[src/rtl/nand_bus_responder.sv]
// NAND flash target bus responder: decodes host latches on a synchronized bus,
// drives the page-buffer port and the array read/program handshake.
module nand_bus_responder #(
  parameter int          PAGE_BYTES = 64,
  parameter int          T_R_CYC    = 40,
  parameter int          T_PROG_CYC = 100,
  parameter int          T_RST_CYC  = 20,
  parameter logic [39:0] ID_BYTES   = 40'h00_A6_64_D3_2C
) (
  input  logic                          CLK,
  input  logic                          RST_N,
  input  logic                          ce_n,
  input  logic                          cle,
  input  logic                          ale,
  input  logic                          we_n,
  input  logic                          re_n,
  input  logic                          wp_n,
  input  logic [7:0]                    dq_in,
  output logic [7:0]                    dq_out,
  output logic                          dq_oe,
  output logic                          rb_n,
  output logic [$clog2(PAGE_BYTES)-1:0] buf_addr,
  output logic                          buf_wr,
  output logic [7:0]                    buf_wdata,
  input  logic [7:0]                    buf_rdata,
  output logic [23:0]                   row_addr,
  output logic [1:0]                    array_op
);
  localparam int AW = $clog2(PAGE_BYTES);
  localparam logic [4:0] SYNC_IDLE = 5'b11001;  // {re_n, we_n, ale, cle, ce_n}

  typedef enum logic [2:0] {
    S_IDLE, S_ADDR, S_DIN, S_BUSY, S_OUT_ID, S_OUT_STAT, S_OUT_PAGE
  } state_t;
  typedef enum logic [1:0] {OP_NONE = 2'b00, OP_READ = 2'b01, OP_PROG = 2'b10, OP_RST = 2'b11} op_t;

  logic [4:0]    r_sync1, r_sync2;
  logic          r_we_d, r_re_d;
  state_t        r_state, r_prev, w_state_nxt, w_prev_nxt, w_cur, w_done_state;
  logic [7:0]    r_cmd;
  logic [2:0]    r_addr_cnt, r_id_idx;
  logic [AW-1:0] r_col;
  logic [23:0]   r_row;
  logic [15:0]   r_busy_cnt, w_start_len;
  op_t           r_busy_op, w_start_op;
  logic          r_rb_n, r_fail, r_buf_wr;
  logic [1:0]    r_array_op;
  logic [7:0]    r_buf_wdata, r_dq_out, w_dq_nxt;
  logic          w_start, w_fail_set, w_fail_clr, w_addr_clr, w_addr_store, w_write, w_id_clr;
  logic          w_dq_oe;

  wire w_ce_n = r_sync2[0];
  wire w_cle  = r_sync2[1];
  wire w_ale  = r_sync2[2];
  wire w_we_n = r_sync2[3];
  wire w_re_n = r_sync2[4];

  wire w_latch     = ~w_ce_n & w_we_n & ~r_we_d;
  wire w_is_cmd    = w_latch & w_cle & ~w_ale;
  wire w_is_addr   = w_latch & w_ale & ~w_cle;
  wire w_is_data   = w_latch & ~w_ale & ~w_cle;
  wire w_rd_rise   = ~w_ce_n & w_re_n & ~r_re_d;
  wire w_page_adv  = w_rd_rise & (r_state == S_OUT_PAGE);
  wire w_busy_done = ~r_rb_n & (r_busy_cnt == 16'd0);
  wire [15:0] w_col16 = 16'(r_col);

  always_ff @(posedge CLK or negedge RST_N) begin
    if (!RST_N) begin
      r_sync1 <= SYNC_IDLE;
      r_sync2 <= SYNC_IDLE;
      r_we_d  <= 1'b1;
      r_re_d  <= 1'b1;
    end else begin
      // NOTE: non-blocking so each flop samples the previous stage's old value.
      r_sync1 <= {re_n, we_n, ale, cle, ce_n};
      r_sync2 <= r_sync1;
      r_we_d  <= w_we_n;
      r_re_d  <= w_re_n;
    end
  end

  always_ff @(posedge CLK or negedge RST_N) begin
    if (!RST_N) begin
      r_state <= S_IDLE;
      r_prev  <= S_IDLE;
    end else begin
      r_state <= w_state_nxt;
      r_prev  <= w_prev_nxt;
    end
  end

  assign w_done_state = (r_busy_op == OP_READ) ? S_OUT_PAGE : S_IDLE;

  always_comb begin
    // NOTE: defaults first so no path through this block infers a latch.
    w_state_nxt  = r_state;
    w_prev_nxt   = r_prev;
    w_start      = 1'b0;
    w_start_op   = OP_NONE;
    w_start_len  = 16'd0;
    w_fail_set   = 1'b0;
    w_fail_clr   = 1'b0;
    w_addr_clr   = 1'b0;
    w_addr_store = 1'b0;
    w_write      = 1'b0;
    w_id_clr     = 1'b0;
    if (w_busy_done) begin
      if (r_state == S_BUSY) w_state_nxt = w_done_state;
      else if (r_state == S_OUT_STAT && r_prev == S_BUSY) w_prev_nxt = w_done_state;
    end
    // Status mode is an overlay: decode against the state it interrupted.
    w_cur = (w_state_nxt == S_OUT_STAT) ? w_prev_nxt : w_state_nxt;
    if (w_is_cmd) begin
      if (dq_in == 8'hFF) begin
        w_state_nxt = S_BUSY;
        w_start     = 1'b1;
        w_start_op  = OP_RST;
        w_start_len = 16'(T_RST_CYC - 1);
        w_fail_clr  = 1'b1;
        w_addr_clr  = 1'b1;
      end else if (dq_in == 8'h70) begin
        w_prev_nxt  = w_cur;
        w_state_nxt = S_OUT_STAT;
      end else if (w_cur == S_BUSY) begin
        w_state_nxt = S_BUSY;
      end else begin
        w_addr_clr  = 1'b1;
        w_state_nxt = S_IDLE;
        case (dq_in)
          8'h00, 8'h80, 8'h90: w_state_nxt = S_ADDR;
          8'h30: if (w_cur == S_ADDR && r_cmd == 8'h00) begin
            w_state_nxt = S_BUSY;
            w_start     = 1'b1;
            w_start_op  = OP_READ;
            w_start_len = 16'(T_R_CYC - 1);
          end
          8'h10: if (w_cur == S_DIN) begin
            if (wp_n) begin
              w_state_nxt = S_BUSY;
              w_start     = 1'b1;
              w_start_op  = OP_PROG;
              w_start_len = 16'(T_PROG_CYC - 1);
              w_fail_clr  = 1'b1;
            end else begin
              w_fail_set  = 1'b1;
            end
          end
          default: ;
        endcase
      end
    end else if (w_is_addr && w_state_nxt == S_ADDR) begin
      w_addr_store = (r_addr_cnt < 3'd5);
      if (r_cmd == 8'h90) begin
        w_state_nxt = S_OUT_ID;
        w_id_clr    = 1'b1;
      end
    end else if (w_is_data && (w_state_nxt == S_DIN || (w_state_nxt == S_ADDR && r_cmd == 8'h80))) begin
      w_state_nxt = S_DIN;
      w_write     = wp_n;
    end
  end

  always_ff @(posedge CLK or negedge RST_N) begin
    if (!RST_N) begin
      r_rb_n      <= 1'b1;
      r_busy_cnt  <= 16'd0;
      r_busy_op   <= OP_NONE;
      r_array_op  <= 2'b00;
      r_fail      <= 1'b0;
      r_cmd       <= 8'h00;
      r_addr_cnt  <= 3'd0;
      r_id_idx    <= 3'd0;
      r_col       <= '0;
      r_row       <= 24'd0;
      r_buf_wr    <= 1'b0;
      r_buf_wdata <= 8'h00;
    end else begin
      r_array_op <= 2'b00;
      r_buf_wr   <= 1'b0;
      if (w_start) begin
        r_rb_n     <= 1'b0;
        r_busy_op  <= w_start_op;
        r_busy_cnt <= w_start_len;
        if (w_start_op != OP_RST) r_array_op <= w_start_op;
      end else if (w_busy_done) begin
        r_rb_n <= 1'b1;
      end else if (!r_rb_n) begin
        r_busy_cnt <= r_busy_cnt - 1'b1;
      end
      if (w_fail_set) r_fail <= 1'b1;
      else if (w_fail_clr) r_fail <= 1'b0;
      if (w_addr_clr) begin
        r_addr_cnt <= 3'd0;
        r_cmd      <= dq_in;
      end else if (w_addr_store) begin
        r_addr_cnt <= r_addr_cnt + 1'b1;
        case (r_addr_cnt)
          3'd2:    r_row[7:0]   <= dq_in;
          3'd3:    r_row[15:8]  <= dq_in;
          3'd4:    r_row[23:16] <= dq_in;
          default: ;
        endcase
      end
      // Column bits above the page size are dropped: the column is kept mod PAGE_BYTES.
      if (w_addr_store && r_addr_cnt == 3'd0) r_col <= AW'({8'h00, dq_in});
      else if (w_addr_store && r_addr_cnt == 3'd1) r_col <= AW'({dq_in, 8'h00} | w_col16);
      else if (r_buf_wr || w_page_adv) r_col <= r_col + 1'b1;
      if (w_id_clr) r_id_idx <= 3'd0;
      else if (w_rd_rise && r_state == S_OUT_ID && r_id_idx != 3'd5) r_id_idx <= r_id_idx + 1'b1;
      if (w_write) begin
        r_buf_wr    <= 1'b1;
        r_buf_wdata <= dq_in;
      end
    end
  end

  always_comb begin
    w_dq_nxt = 8'h00;
    case (r_state)
      S_OUT_ID:   if (r_id_idx < 3'd5) w_dq_nxt = 8'(ID_BYTES >> {r_id_idx, 3'b000});
      S_OUT_STAT: w_dq_nxt = {wp_n, r_rb_n, r_rb_n, 4'b0000, r_fail};
      S_OUT_PAGE: w_dq_nxt = buf_rdata;
      default:    w_dq_nxt = 8'h00;
    endcase
    w_dq_oe = ~w_ce_n & ~w_re_n & (r_state inside {S_OUT_ID, S_OUT_STAT, S_OUT_PAGE});
  end

  always_ff @(posedge CLK or negedge RST_N) begin
    if (!RST_N) r_dq_out <= 8'h00;
    else        r_dq_out <= w_dq_nxt;
  end

  assign dq_out    = r_dq_out;
  assign dq_oe     = w_dq_oe;
  assign rb_n      = r_rb_n;
  assign buf_addr  = r_col;
  assign buf_wr    = r_buf_wr;
  assign buf_wdata = r_buf_wdata;
  assign row_addr  = r_row;
  assign array_op  = r_array_op;
endmodule
[config.mk]
export PLATFORM = sky130hd
export DESIGN_NAME = nand_bus_responder
export DESIGN_NICKNAME = d
export VERILOG_FILES = /design/src/rtl/nand_bus_responder.sv
export SDC_FILE = /design/constraint.sdc
export NUM_CORES = 1
export LEC_CHECK = 0
export CAP_MARGIN = 20
export CORE_ASPECT_RATIO = 0.9
export CORE_MARGIN = 2
export CORE_UTILIZATION = 58
export DETAILED_ROUTE_END_ITERATION = 10
export PLACE_DENSITY = 0.86
export SLEW_MARGIN = 0
export SYNTH_ARGS = -nofsm -noshare
export SYNTH_HDL_FRONTEND = slang
export SYNTH_SLANG_ARGS = --single-unit
[constraint.sdc]
create_clock -name CLK -period 7.9 [get_ports CLK]
set_input_delay 1.185 -clock CLK [delete_from_list [all_inputs] [get_ports CLK]]
set_output_delay 1.185 -clock CLK [all_outputs]
set_load 0.005 [all_outputs]
==> out/results.ini <==
[layout]
design_area_um2=5750
num-nets-final=522
diodes=0
drive_gt1_share_pct=17.7
syn_to_final_growth_pct=21.0

[worst_setup_path]
critPathMaxFanout=11
crit_arrival_ns=3.97
critPathKind=input pin to register
path_cells=clkdlybuf4s50_1 -> nor4_1 -> nand2_1 -> nor4b_1 -> a41o_1 -> or2_2 -> nor2_1
r2r_slack_ns=4.80
worstRegToRegCells=6
crit_required_ns=8.16
startpoint_type=input pin
critPathMaxStageDelay_ns=0.65
slowest_stage=nor4b_1
rr_startpoint=r_sync2[3]
cp-end-kind=register
timing.rr.end=r_busy_cnt[12]

[timing]
relSlewSlack_pct=36.1
finalCriticalPeriod_ns=3.70
finalSetupViolCount=0
slew_violations=0
hold_viol=0
skew_ns=0.0113
rsz0062_at_grt=false
fin_crit_sh_pct=46.9
tightest_slew_ns=0.951
setup-tns-final_ns=0
fmaxAchievable_ghz=0.270

[yosys]
synthXorXnorAreaFrac_pct=3.68
synth_edf_count=0
synthDistinctLibCells=61
postSynthAreaPerCell_um2=11.6
synth.area.mux_share_pct=11.3
netlist_instances=411
ys_ff_latch=101
ys_warn_count=0
synth-main-ff-cell=dfrtp_1
synth_top_family_by_area=simple AND/OR/NAND/NOR gates
syn-num-nets=447
synth-simple-area-share_pct=16.9
synth-async-reset-ratio_pct=100
synthAdderAreaFrac_pct=3.16
synth_area_um2=4760
synth_compound_area_share_pct=9.05
yosysSeqAreaShare_pct=53.4

[placed_design]
place_hpwl_mm=7.40
numPortBuffers=74
dpl-instance-area_um2=5570
gp_routability_congestion=0.949

[drt]
ant_nets=0
routedWlPerCell_um=17.7
viasPerCell=5.93
drcViolationCount=0
wl_mm=10.4
num_vias=3498
drt_pre_antenna_iters=4
drt_iter0_drc=315

[floorplanning]
start_util_pct=59.5
io_pins=75
core_area_um2=7990
die_width_um=99.5
fp.dieH_um=89.9
dieArea_um2=8940
num_rows=31

[cts]
post-cts-setup-buffers=0
clk_path_buf_depth=2
clkTransAtPathRegs_ns=0.10
root_buffer=clkbuf_8
cts_resized=0
htree_num_levels=3
cts_hold_buffers=0
clk_latency_ns=0.38
cts_tree=done
numCtsBuffers=9
cts_sinks=101

[grt]
grt-ovfl-total=0
grt_util_all_layers_pct=24.6
grt_pass1_wl_mm=17.7
antenna_found_initial=0
first_global_vias=3559
grt_max_degree=72

[min_path]
hold_path_depth=0
min_to=r_sync2[0]
hold_path_class=register to register
hold_start=r_sync1[0]

[flow_run]
maxCapViolCount=0

[pwr]
cellPowerDensity_nw_per_um2=202
ir_drop_mv=0.142
p_leak_nw=2.40

[status]
status=complete, no violations

## cell usage in the layout, fill, tap and decap left out, drive strengths merged, types with 6 or more instances in the layout
cell type,count
nand4,6
clkbuf,9
clkdlybuf4s50,73
xor2,8
nor2,37
inv,19
dfstp,9
nand3,13
ha,12
nor2b,6
mux2,47
a21oi,6
nor3,16
o21ai,10
nand2,27
xnor2,12
nor4,8
dfrtp,92
## cell type report
| class | instances | area, um^2 |
|---|---|---|
| inverters | 17 | 63.8 |
| flip-flops and latches | 101 | 2540 |
| repair buffers | 75 | 746 |
| well taps | 99 | 124 |
| clock buffers | 9 | 124 |
| multi-input cells | 282 | 2100 |
| fillers | 562 | 2240 |
| clock inverters | 7 | 58.8 |
## synth_stat cells (all sizes together) (8+ instances only)
| cell type | n | area share, % |
|---|---|---|
| xnor2 | 12 | 2.2 |
| o21ai | 10 | 1.1 |
| mux2 | 47 | 11 |
| dfrtp | 92 | 48 |
| ha | 12 | 3.2 |
| xor2 | 8 | 1.5 |
| nor3 | 16 | 1.9 |
| nor2 | 37 | 2.9 |
| nand2 | 27 | 2.1 |
| inv | 17 | 1.3 |
| nand3 | 13 | 1.4 |
| dfstp | 9 | 5.0 |
| clkbuf | 8 | 0.63 |
| nor4 | 8 | 1.3 |
## routing by layer
layer | track usage (%) | vias to the layer above | part of all wire (%)
met1 | 33.5 | 1732 | 43
met5 | 0 | - | 0
li1 | - | 1629 | -
met4 | 5.14 | 0 | 1.4
met3 | 8.09 | 15 | 7.7
met2 | 38.9 | 122 | 48
## registers in the layout, summed over array words and instances (netlist names), 5 cells and up
| name | count |
|---|---|
| buf_addr | 6 |
| r_cmd | 8 |
| buf_wdata | 8 |
| r_sync1 | 5 |
| dq_out | 8 |
| row_addr | 24 |
| r_sync2 | 5 |
| r_busy_cnt | 16 |
## worst max path at each step
stage / end / from / depth (start not counted) / slack [ns]
after global placement: r_cmd[1] / dq_in[0] / 7 / 4.01
after CTS: r_busy_cnt[15] / dq_in[0] / 7 / 4.26
final: r_busy_cnt[12] / dq_in[0] / 7 / 4.20
after global routing: r_busy_cnt[12] / dq_in[0] / 7 / 3.93
after detailed placement: r_busy_cnt[10] / dq_in[0] / 7 / 3.87
after floorplan: r_busy_cnt[4] / dq_in[0] / 6 / 4.97
## metrics by stage
step	utilization, %	std cells	power (mW)	hold WS, ns	setup WS, ns
after floorplan	-	411	0.746	0.331	4.97
after global placement	69.7	574	0.848	0.337	4.01
after detailed placement	69.7	574	0.861	0.335	3.87
after CTS	72.0	590	1.17	0.361	4.26
after global routing	72.0	590	1.22	0.368	3.93
final	72.0	590	1.16	0.359	4.20
## critical path, delay by kind of cell
kind	cells	cell delay, ns
buf+inv	1	0.54
simple gates	5	1.76
compound gates	1	0.47
## report_power, final
part | total (mW) | internal [mW] | switching [mW]
registers | 0.621 | 0.575 | 0.0463
clock network | 0.311 | 0.119 | 0.192
logic | 0.230 | 0.126 | 0.105
## kinds of logic after synthesis
family,Yosys count
simple gates,149
flops,101
compound gates,53
mux,48
buf+inv,28
xor+xnor,20
fa+ha+maj,12
Power figures use the tool's default switching activity.
